--- config.mk ---
export PLATFORM = sky130hd
export DESIGN_NAME = ysyx_22050598_axi_rd_arb
export DESIGN_NICKNAME = d
export VERILOG_FILES = /design/src/rtl/ysyx_22050598_axi_rd_arb_pkg.sv /design/src/rtl/ysyx_22050598_axi_rd_arb_rr_arb2.sv /design/src/rtl/ysyx_22050598_axi_rd_arb.sv
export SDC_FILE = /design/constraint.sdc
export NUM_CORES = 1
export LEC_CHECK = 0
export ABC_AREA = 1
export ABC_CLOCK_PERIOD_IN_PS = 24000
export CORE_MARGIN = 5
export CORE_UTILIZATION = 40
export CTS_CLUSTER_SIZE = 8
export DETAILED_ROUTE_END_ITERATION = 10
export PLACE_DENSITY = 0.74
export SLEW_MARGIN = 20
export SYNTH_ARGS = -nofsm -noshare
export SYNTH_HDL_FRONTEND = slang
export SYNTH_SLANG_ARGS = --single-unit
--- constraint.sdc ---
create_clock -name clk -period 24 [get_ports clk]
set_input_delay 7.2 -clock clk [delete_from_list [all_inputs] [get_ports clk]]
set_output_delay 7.2 -clock clk [all_outputs]
set_load 0.01 [all_outputs]
--- src/rtl/ysyx_22050598_axi_rd_arb_pkg.sv ---
// Shared definitions for the read-side AXI arbiter: FSM states, fixed AR
// attributes (kept identical to the write path) and requester ids.
package ysyx_22050598_axi_rd_arb_pkg;

   typedef enum logic [1:0] {
      S_IDLE = 2'd0,
      S_ADDR = 2'd1,
      S_DATA = 2'd2,
      S_RESP = 2'd3
   } rd_state_e;

   localparam logic [2:0] AR_SIZE_8B    = 3'b011;
   localparam logic [1:0] AR_BURST_INCR = 2'b01;
   localparam logic [3:0] AR_CACHE      = 4'b0011;
   localparam logic [2:0] AR_PROT       = 3'b000;
   localparam logic [3:0] AR_QOS        = 4'b0000;

   localparam logic ID_IFU = 1'b0;
   localparam logic ID_LSU = 1'b1;

   // Cache-line reads are two beats, device reads are one
   function automatic logic [7:0] ar_len(input logic dev);
      return dev ? 8'd0 : 8'd1;
   endfunction

endpackage

--- src/rtl/ysyx_22050598_axi_rd_arb_rr_arb2.sv ---
// Two-requester round-robin picker. Bit 0 is the IFU, bit 1 the LSU.
module ysyx_22050598_rr_arb2
   import ysyx_22050598_axi_rd_arb_pkg::*;
(
   input  logic       clk_i,
   input  logic       rst_i,
   input  logic       en_i,
   input  logic [1:0] req_i,
   output logic [1:0] gnt_o
);

   logic last_q;
   logic last_d;

   // Lone requester wins; on a tie the one not granted last wins
   always_comb begin
      gnt_o = 2'b00;
      if (en_i) begin
         if (&req_i) gnt_o = (last_q == ID_IFU) ? 2'b10 : 2'b01;
         else        gnt_o = req_i;
      end
      last_d = (|gnt_o) ? gnt_o[1] : last_q;
   end

   // Remember the winner of every grant
   always_ff @(posedge clk_i or posedge rst_i) begin
      if (rst_i) last_q <= ID_IFU;
      else       last_q <= last_d;
   end

endmodule

--- src/rtl/ysyx_22050598_axi_rd_arb.sv ---
// Shares one AXI AR/R channel pair between IFU and LSU: one outstanding
// read, 2-beat line fill or 1-beat device read, registered 128-bit response.
module ysyx_22050598_axi_rd_arb
   import ysyx_22050598_axi_rd_arb_pkg::*;
#(
   parameter int AW = 64,
   parameter int DW = 64
) (
   input  logic            clk,
   input  logic            rst,
   input  logic            ifu_req_valid,
   input  logic [AW-1:0]   ifu_req_addr,
   output logic            ifu_req_ready,
   input  logic            lsu_req_valid,
   input  logic [AW-1:0]   lsu_req_addr,
   input  logic            lsu_req_dev,
   output logic            lsu_req_ready,
   output logic            rsp_valid,
   output logic            rsp_id,
   output logic [2*DW-1:0] rsp_data,
   output logic            rsp_err,
   output logic            M_AXI_ARID,
   output logic [AW-1:0]   M_AXI_ARADDR,
   output logic [7:0]      M_AXI_ARLEN,
   output logic [2:0]      M_AXI_ARSIZE,
   output logic [1:0]      M_AXI_ARBURST,
   output logic [3:0]      M_AXI_ARCACHE,
   output logic [2:0]      M_AXI_ARPROT,
   output logic [3:0]      M_AXI_ARQOS,
   output logic            M_AXI_ARVALID,
   input  logic            M_AXI_ARREADY,
   input  logic            M_AXI_RID,
   input  logic [DW-1:0]   M_AXI_RDATA,
   input  logic [1:0]      M_AXI_RRESP,
   input  logic            M_AXI_RLAST,
   input  logic            M_AXI_RVALID,
   output logic            M_AXI_RREADY
);

   rd_state_e          state_q;
   logic               id_q, dev_q, cnt_q, err_q;
   logic [AW-1:0]      addr_q;
   logic               arvalid_q, rready_q, rsp_valid_q, rsp_err_q;
   logic [2*DW-1:0]    rsp_data_q;
   logic [1:0][DW-1:0] beat_q, beat_d;
   logic [1:0]         gnt;
   logic               dev_d;
   logic [AW-1:0]      addr_d;
   logic               beat_hs, last_exp, beat_err;

   ysyx_22050598_rr_arb2 u_arb (
      .clk_i (clk),
      .rst_i (rst),
      .en_i  (state_q == S_IDLE),
      .req_i ({lsu_req_valid, ifu_req_valid}),
      .gnt_o (gnt)
   );

   assign ifu_req_ready = gnt[0];
   assign lsu_req_ready = gnt[1];

   // Beats only count while collecting data; RREADY is high exactly then
   assign beat_hs  = (state_q == S_DATA) & M_AXI_RVALID;
   assign last_exp = (cnt_q == ~dev_q);
   assign beat_err = (M_AXI_RID != id_q) | (M_AXI_RRESP != 2'b00) | (M_AXI_RLAST != last_exp);

   // Winner's address (line-aligned unless device) and incoming beat placement
   always_comb begin
      dev_d  = gnt[1] & lsu_req_dev;
      addr_d = gnt[1] ? lsu_req_addr : ifu_req_addr;
      if (!dev_d) addr_d[3:0] = 4'h0;
      beat_d = beat_q;
      beat_d[cnt_q] = M_AXI_RDATA;
   end

   // Read transaction FSM with registered channel and response outputs
   always_ff @(posedge clk or posedge rst) begin
      if (rst) begin
         state_q     <= S_IDLE;
         id_q        <= ID_IFU;
         dev_q       <= 1'b0;
         cnt_q       <= 1'b0;
         err_q       <= 1'b0;
         addr_q      <= '0;
         arvalid_q   <= 1'b0;
         rready_q    <= 1'b0;
         rsp_valid_q <= 1'b0;
         rsp_err_q   <= 1'b0;
         rsp_data_q  <= '0;
         beat_q      <= '0;
      end else begin
         case (state_q)
            S_IDLE: if (|gnt) begin
               id_q      <= gnt[1];
               dev_q     <= dev_d;
               addr_q    <= addr_d;
               arvalid_q <= 1'b1;
               state_q   <= S_ADDR;
            end
            S_ADDR: if (M_AXI_ARREADY) begin
               arvalid_q <= 1'b0;
               rready_q  <= 1'b1;
               cnt_q     <= 1'b0;
               state_q   <= S_DATA;
            end
            S_DATA: if (beat_hs) begin
               beat_q <= beat_d;
               cnt_q  <= cnt_q + 1'b1;
               err_q  <= err_q | beat_err;
               if (M_AXI_RLAST) begin
                  rready_q    <= 1'b0;
                  rsp_valid_q <= 1'b1;
                  rsp_err_q   <= err_q | beat_err;
                  rsp_data_q  <= dev_q ? {beat_d[0], beat_d[0]} : {beat_d[1], beat_d[0]};
                  state_q     <= S_RESP;
               end
            end
            default: begin
               rsp_valid_q <= 1'b0;
               rsp_err_q   <= 1'b0;
               err_q       <= 1'b0;
               state_q     <= S_IDLE;
            end
         endcase
      end
   end

   assign M_AXI_ARID    = id_q;
   assign M_AXI_ARADDR  = addr_q;
   assign M_AXI_ARLEN   = ar_len(dev_q);
   assign M_AXI_ARSIZE  = AR_SIZE_8B;
   assign M_AXI_ARBURST = AR_BURST_INCR;
   assign M_AXI_ARCACHE = AR_CACHE;
   assign M_AXI_ARPROT  = AR_PROT;
   assign M_AXI_ARQOS   = AR_QOS;
   assign M_AXI_ARVALID = arvalid_q;
   assign M_AXI_RREADY  = rready_q;
   assign rsp_valid     = rsp_valid_q;
   assign rsp_id        = id_q;
   assign rsp_data      = rsp_data_q;
   assign rsp_err       = rsp_err_q;

endmodule

Yosys cells after proc, flatten, opt, wreduce, memory -nomap -nowiden. Index checks and enable logic that the tools add are counted.

Add/subtract/negate cells: 1. Magnitude comparators: 2. Equal/unequal tests: 9. Muxes and demuxes: 32. Bitwise logic cells: 7. Reduce and logical (&&, ||, !) cells: 17.

Operator list (count): bitwise mux 128 bit (1); 2-to-1 mux 128 bit (1); 2-to-1 mux 64 bit (2); demux 64 bit (select 1 bit) (1); 2-to-1 mux 2 bit (7); 2-to-1 mux 1 bit (12); case mux 1 bit (2 select lines) (6); AND reduction 3 bit (4); != test 2 bit (second input constant) (4); AND reduction 2 bit (4); AND reduction 4 bit (2); case mux 2 bit (3 select lines) (1); nonzero test 2 bit (3); 2-to-1 mux 4 bit (1); OR reduction 2 bit (2); bitwise OR 1 bit (3); AND 1 bit (2); equality test 2 x 1 -> 1 bit (second input constant) (1); equality test 2 bit (second input constant) (1); logical NOT 2 bit (1); less-than comparator 1 x 2 -> 1 bit (second input constant) (1); != test 1 bit (2); inverter 1 bit (2); adder 1 bit (second input constant) (1); other kinds (3) (3).

Bits in registers: 331. Output and inout bits: 224. Word-level logic and storage cells: 82.

Depth between registers and ports, before layout.
Word-level depth: 8. Depth in mapped cells: 10.

Hierarchy. Synthesis repeated with hierarchy kept, for this count alone.

Cell total of the unflattened synthesis: 1901. Area total of the unflattened synthesis: 15265.9 um^2.

By module, submodules not included: ysyx_22050598_axi_rd_arb (instances 1, cells each 1889, area an instance 15198.3 um^2, seq. area each 8257.9 um^2); ysyx_22050598_rr_arb2 (instances 1, cells each 12, area an instance 67.6 um^2, seq. area each 25.0 um^2).

Worst setup path after synthesis. Ideal clock, no wire load.

Kind: input port to output port. Start point: in ifu_req_valid. End point: out lsu_req_ready. Arrival: 7660 ps. Required time: 16800 ps. Path slack: 9140 ps. Stages: 4. Path through: nand2_1 > nand3_2 > inv_2 > buf_2.

Longest elaborated chain between the ends: 3.

RTL lines: from (decl) (line ysyx_22050598_axi_rd_arb.sv:11) `input logic ifu_req_valid,`; AND reduction 2 bit (line ysyx_22050598_axi_rd_arb_rr_arb2.sv:19) `if (&req_i) gnt_o = (last_q == ID_IFU) ? 2'b10 : 2'b01;`; 2-to-1 mux 2 bit (line ysyx_22050598_axi_rd_arb_rr_arb2.sv:19); 2-to-1 mux 2 bit (line ysyx_22050598_axi_rd_arb_rr_arb2.sv:18) `if (en_i) begin`; to (decl) (line ysyx_22050598_axi_rd_arb.sv:17) `output logic lsu_req_ready,`.

No other way between the ends.

Final worst setup path. Same ends and word-level chain as after synthesis.

==> impl_metrics.ini <==
[routing]
drt_iter0_markers = 839
routedWlPerCell_um = 16.7
wl_mm = 45.9
drc = 0
drtAntennaViolNets = 0
num_vias = 13700
viasPerCell = 5.00
first_pass_iters = 5

[clock_tree]
clock_latency_ns = 0.56
clockRootBuffer = clkbuf_16
cts_resized = 0
clkTransAtPathRegs_ns = 0.05
clockBufferDepth = 3
cts_setup_buffers = 0
cts_tree = yes
holdBufCountCts = 0
cts_max_level = 2
cts_sinks = 331
cts_buffers = 47

[grt]
grt_first_pass_wirelength_mm = 72.9
grt-ovfl-total = 0
first_global_vias = 13500
antenna_found_initial = 2
grt_max_degree = 121
track_usage_pct = 21.6

[critical_path]
worstPathMaxFanout = 63
worstPathRequired_ns = 16.80
crit_slowest_cell = buf_4
max_stage_delay_ns = 0.51
path_delay_family = buffers and inverters
crit_arrival_ns = 8.87
cp-end-kind = output pin
path_buf_inv = 4
critical_path.most_common_cell = clkdlybuf4s50_1
cp_cell_sequence = clkdlybuf4s50_1 -> nand2_1 -> nand3_2 -> buf_4 -> inv_2 -> clkdlybuf4s50_1
criticalPathCategory = input pin to output pin
cp-start-kind = input pin

[floorplanning]
start_util_pct = 40.4
boundaryPins = 427
die_h_um = 205
coreArea_sq_um = 37500
rows = 71
die-area_sq_um = 41800
die_w_um = 205

[synth]
syn_avg_cell_area_sq_um = 8.01
ys_types = 25
synth_cells = 1890
ys_seq_area_share_pct = 54.7
yosysTopAreaCell = dfrtp_1
synth_area_sq_um = 15100
async_flop_share_pct = 100
ys_top_cells_by_area = dfrtp_1 55%, nand2_1 16%, o21ai_0 7.1%
ys_seq_elements = 331
synth_top_cell_area_share_pct = 54.7
yosysWarnings = 0
yosys-top-cells-count = 661 x nand2_1, 331 x dfrtp_1, 216 x o21ai_0
synth_most_common_cell = nand2_1
synth_edf_count = 0
ys.flop_type = dfrtp_1

[sta]
final_max_slew_viol_count = 0
tightest_slew_ns = 1.03
hold_viol = 0
grt_setup_unrepaired = no
layout_min_cycle_time_ns = 16.07
fin_crit_sh_pct = 67.0
finalSetupViolations = 0
finalSetupTns_ns = 0
slew_headroom_pct = 31.4
max_freq_mhz = 62.2
skew_ns = 0.0190

[placed_design]
routabilityCongestion = 0.864
placed_cell_area_sq_um = 19200
dp.final_hpwl_mm = 30.4
io_buffers = 399

[final_layout]
drive_gt1_share_pct = 3.77
fill_cells = 3407
nets = 2430
area_delta_synth_final_pct = 35.2
fin_area_sq_um = 20500

[run]
drv_cap = 0

[status]
status = complete, no violations

[power_and_ir_drop]
power_density_nw_per_um2 = 135
ir_drop_mv = 0.0700
power_leakage_nw = 9.28

[worst_hold_path]
min_path_type = flop to flop
## area by class of cell
| cell class | instances | area [sq um] | area share [%] |
|---|---|---|---|
| sequential | 331 | 8290 | 40.5 |
| tap | 511 | 639 | 3.12 |
| timing repair buffer | 413 | 4100 | 20.0 |
| inverter | 145 | 562 | 2.74 |
| clock inverter | 1 | 30.0 | 0.147 |
| multi-input combinational | 1286 | 5600 | 27.4 |
| antenna | 3 | 7.51 | 0.0367 |
| clock buffer | 52 | 1240 | 6.04 |
## registers in the layout (all words and copies together) (netlist names)
| name | flops |
|---|---|
| M_AXI_ARID | 1 |
| err_q | 1 |
| beat_q | 128 |
| dev_q | 1 |
| M_AXI_RREADY | 1 |
| rsp_err | 1 |
| rsp_data | 128 |
| u_arb.last_q | 1 |
| state_q | 2 |
| M_AXI_ARVALID | 1 |
| cnt_q | 1 |
| M_AXI_ARADDR | 64 |
| rsp_valid | 1 |
## report_power, final
group	switching [mW]	total (mW)	internal, mW	leakage, nW
Sequential	0.148	0.977	0.829	4.09
Clock	0.230	0.597	0.367	0.622
Combinational	0.669	1.20	0.527	4.56
Total	1.05	2.77	1.72	9.28
## cells in the final DEF (no fill, tap or decap), types with 2 or more instances in the layout
cell	synthesis	layout
dfrtp_1	331	329
inv_1	141	139
clkbuf_16	0	49
nor2_1	124	124
nand2_1	661	661
a21oi_1	4	4
o21ai_0	216	216
ha_1	3	3
a31oi_1	62	62
o21ai_1	153	153
a21oi_2	8	8
inv_2	4	2
conb_1	2	23
clkbuf_1	49	3
buf_4	38	13
nand3_1	15	15
clkdlybuf4s50_1	0	399
diode_2	0	3
inv_4	0	2
o211ai_1	10	10
## final timing paths
kind                                from          endpoint  slack [ns]  depth (start not counted)
setup reg to reg              state_q[0]      rsp_data[47]       20.55                          9
max in group asynchronous            rst        beat_q[82]       14.52                          4
setup / recovery           ifu_req_valid     lsu_req_ready        7.93                          6
min in group asynchronous            rst  M_AXI_ARADDR[15]        7.17                          2
hold reg to reg             rsp_data[22]      rsp_data[22]        0.47                          2
hold / removal              rsp_data[22]      rsp_data[22]        0.47                          2
## per-layer routing
layer / GRT usage, % / up-vias / part of all wire, %
met5: 0 / - / 0
met4: 8.71 / 0 / 3.6
met3: 6.90 / 86 / 9.7
met2: 35.3 / 560 / 47
met1: 26.6 / 6440 / 39
li1: - / 6627 / -
## kinds of logic (layout without fill, tap and decap cells)
logic type	count (synthesis)	after routing	share of synthesized area (%)
AOI/OAI and AO/OA	455	455	16.0
buffers and inverters	294	611	8.86
DFF	331	331	54.7
adders and majority gates	3	3	0.248
and+or+nand+nor	805	805	20.2
other	2	26	0.0496
## metrics by stage
| step | power, mW | utilization [%] | cells | hold slack, ns | worst slack [ns] |
|---|---|---|---|---|---|
| after floorplan | 1.62 | - | 1911 | 0.449 | 7.63 |
| final | 2.77 | 54.6 | 2742 | 0.469 | 7.93 |
| after CTS | 2.80 | 54.6 | 2739 | 0.471 | 7.91 |
| after global placement | 2.15 | 51.2 | 2686 | 0.455 | 7.88 |
| after detailed placement | 2.18 | 51.2 | 2686 | 0.459 | 7.90 |
| after global routing | 2.98 | 54.6 | 2741 | 0.498 | 7.79 |
## tightest hold or removal path: stages, from the launching register on
cell and delay (ns):
dfrtp_1 0.33, nand2_1 0.06, nand2_1 0.05
No activity file was read; power rests on OpenSTA's default activity.
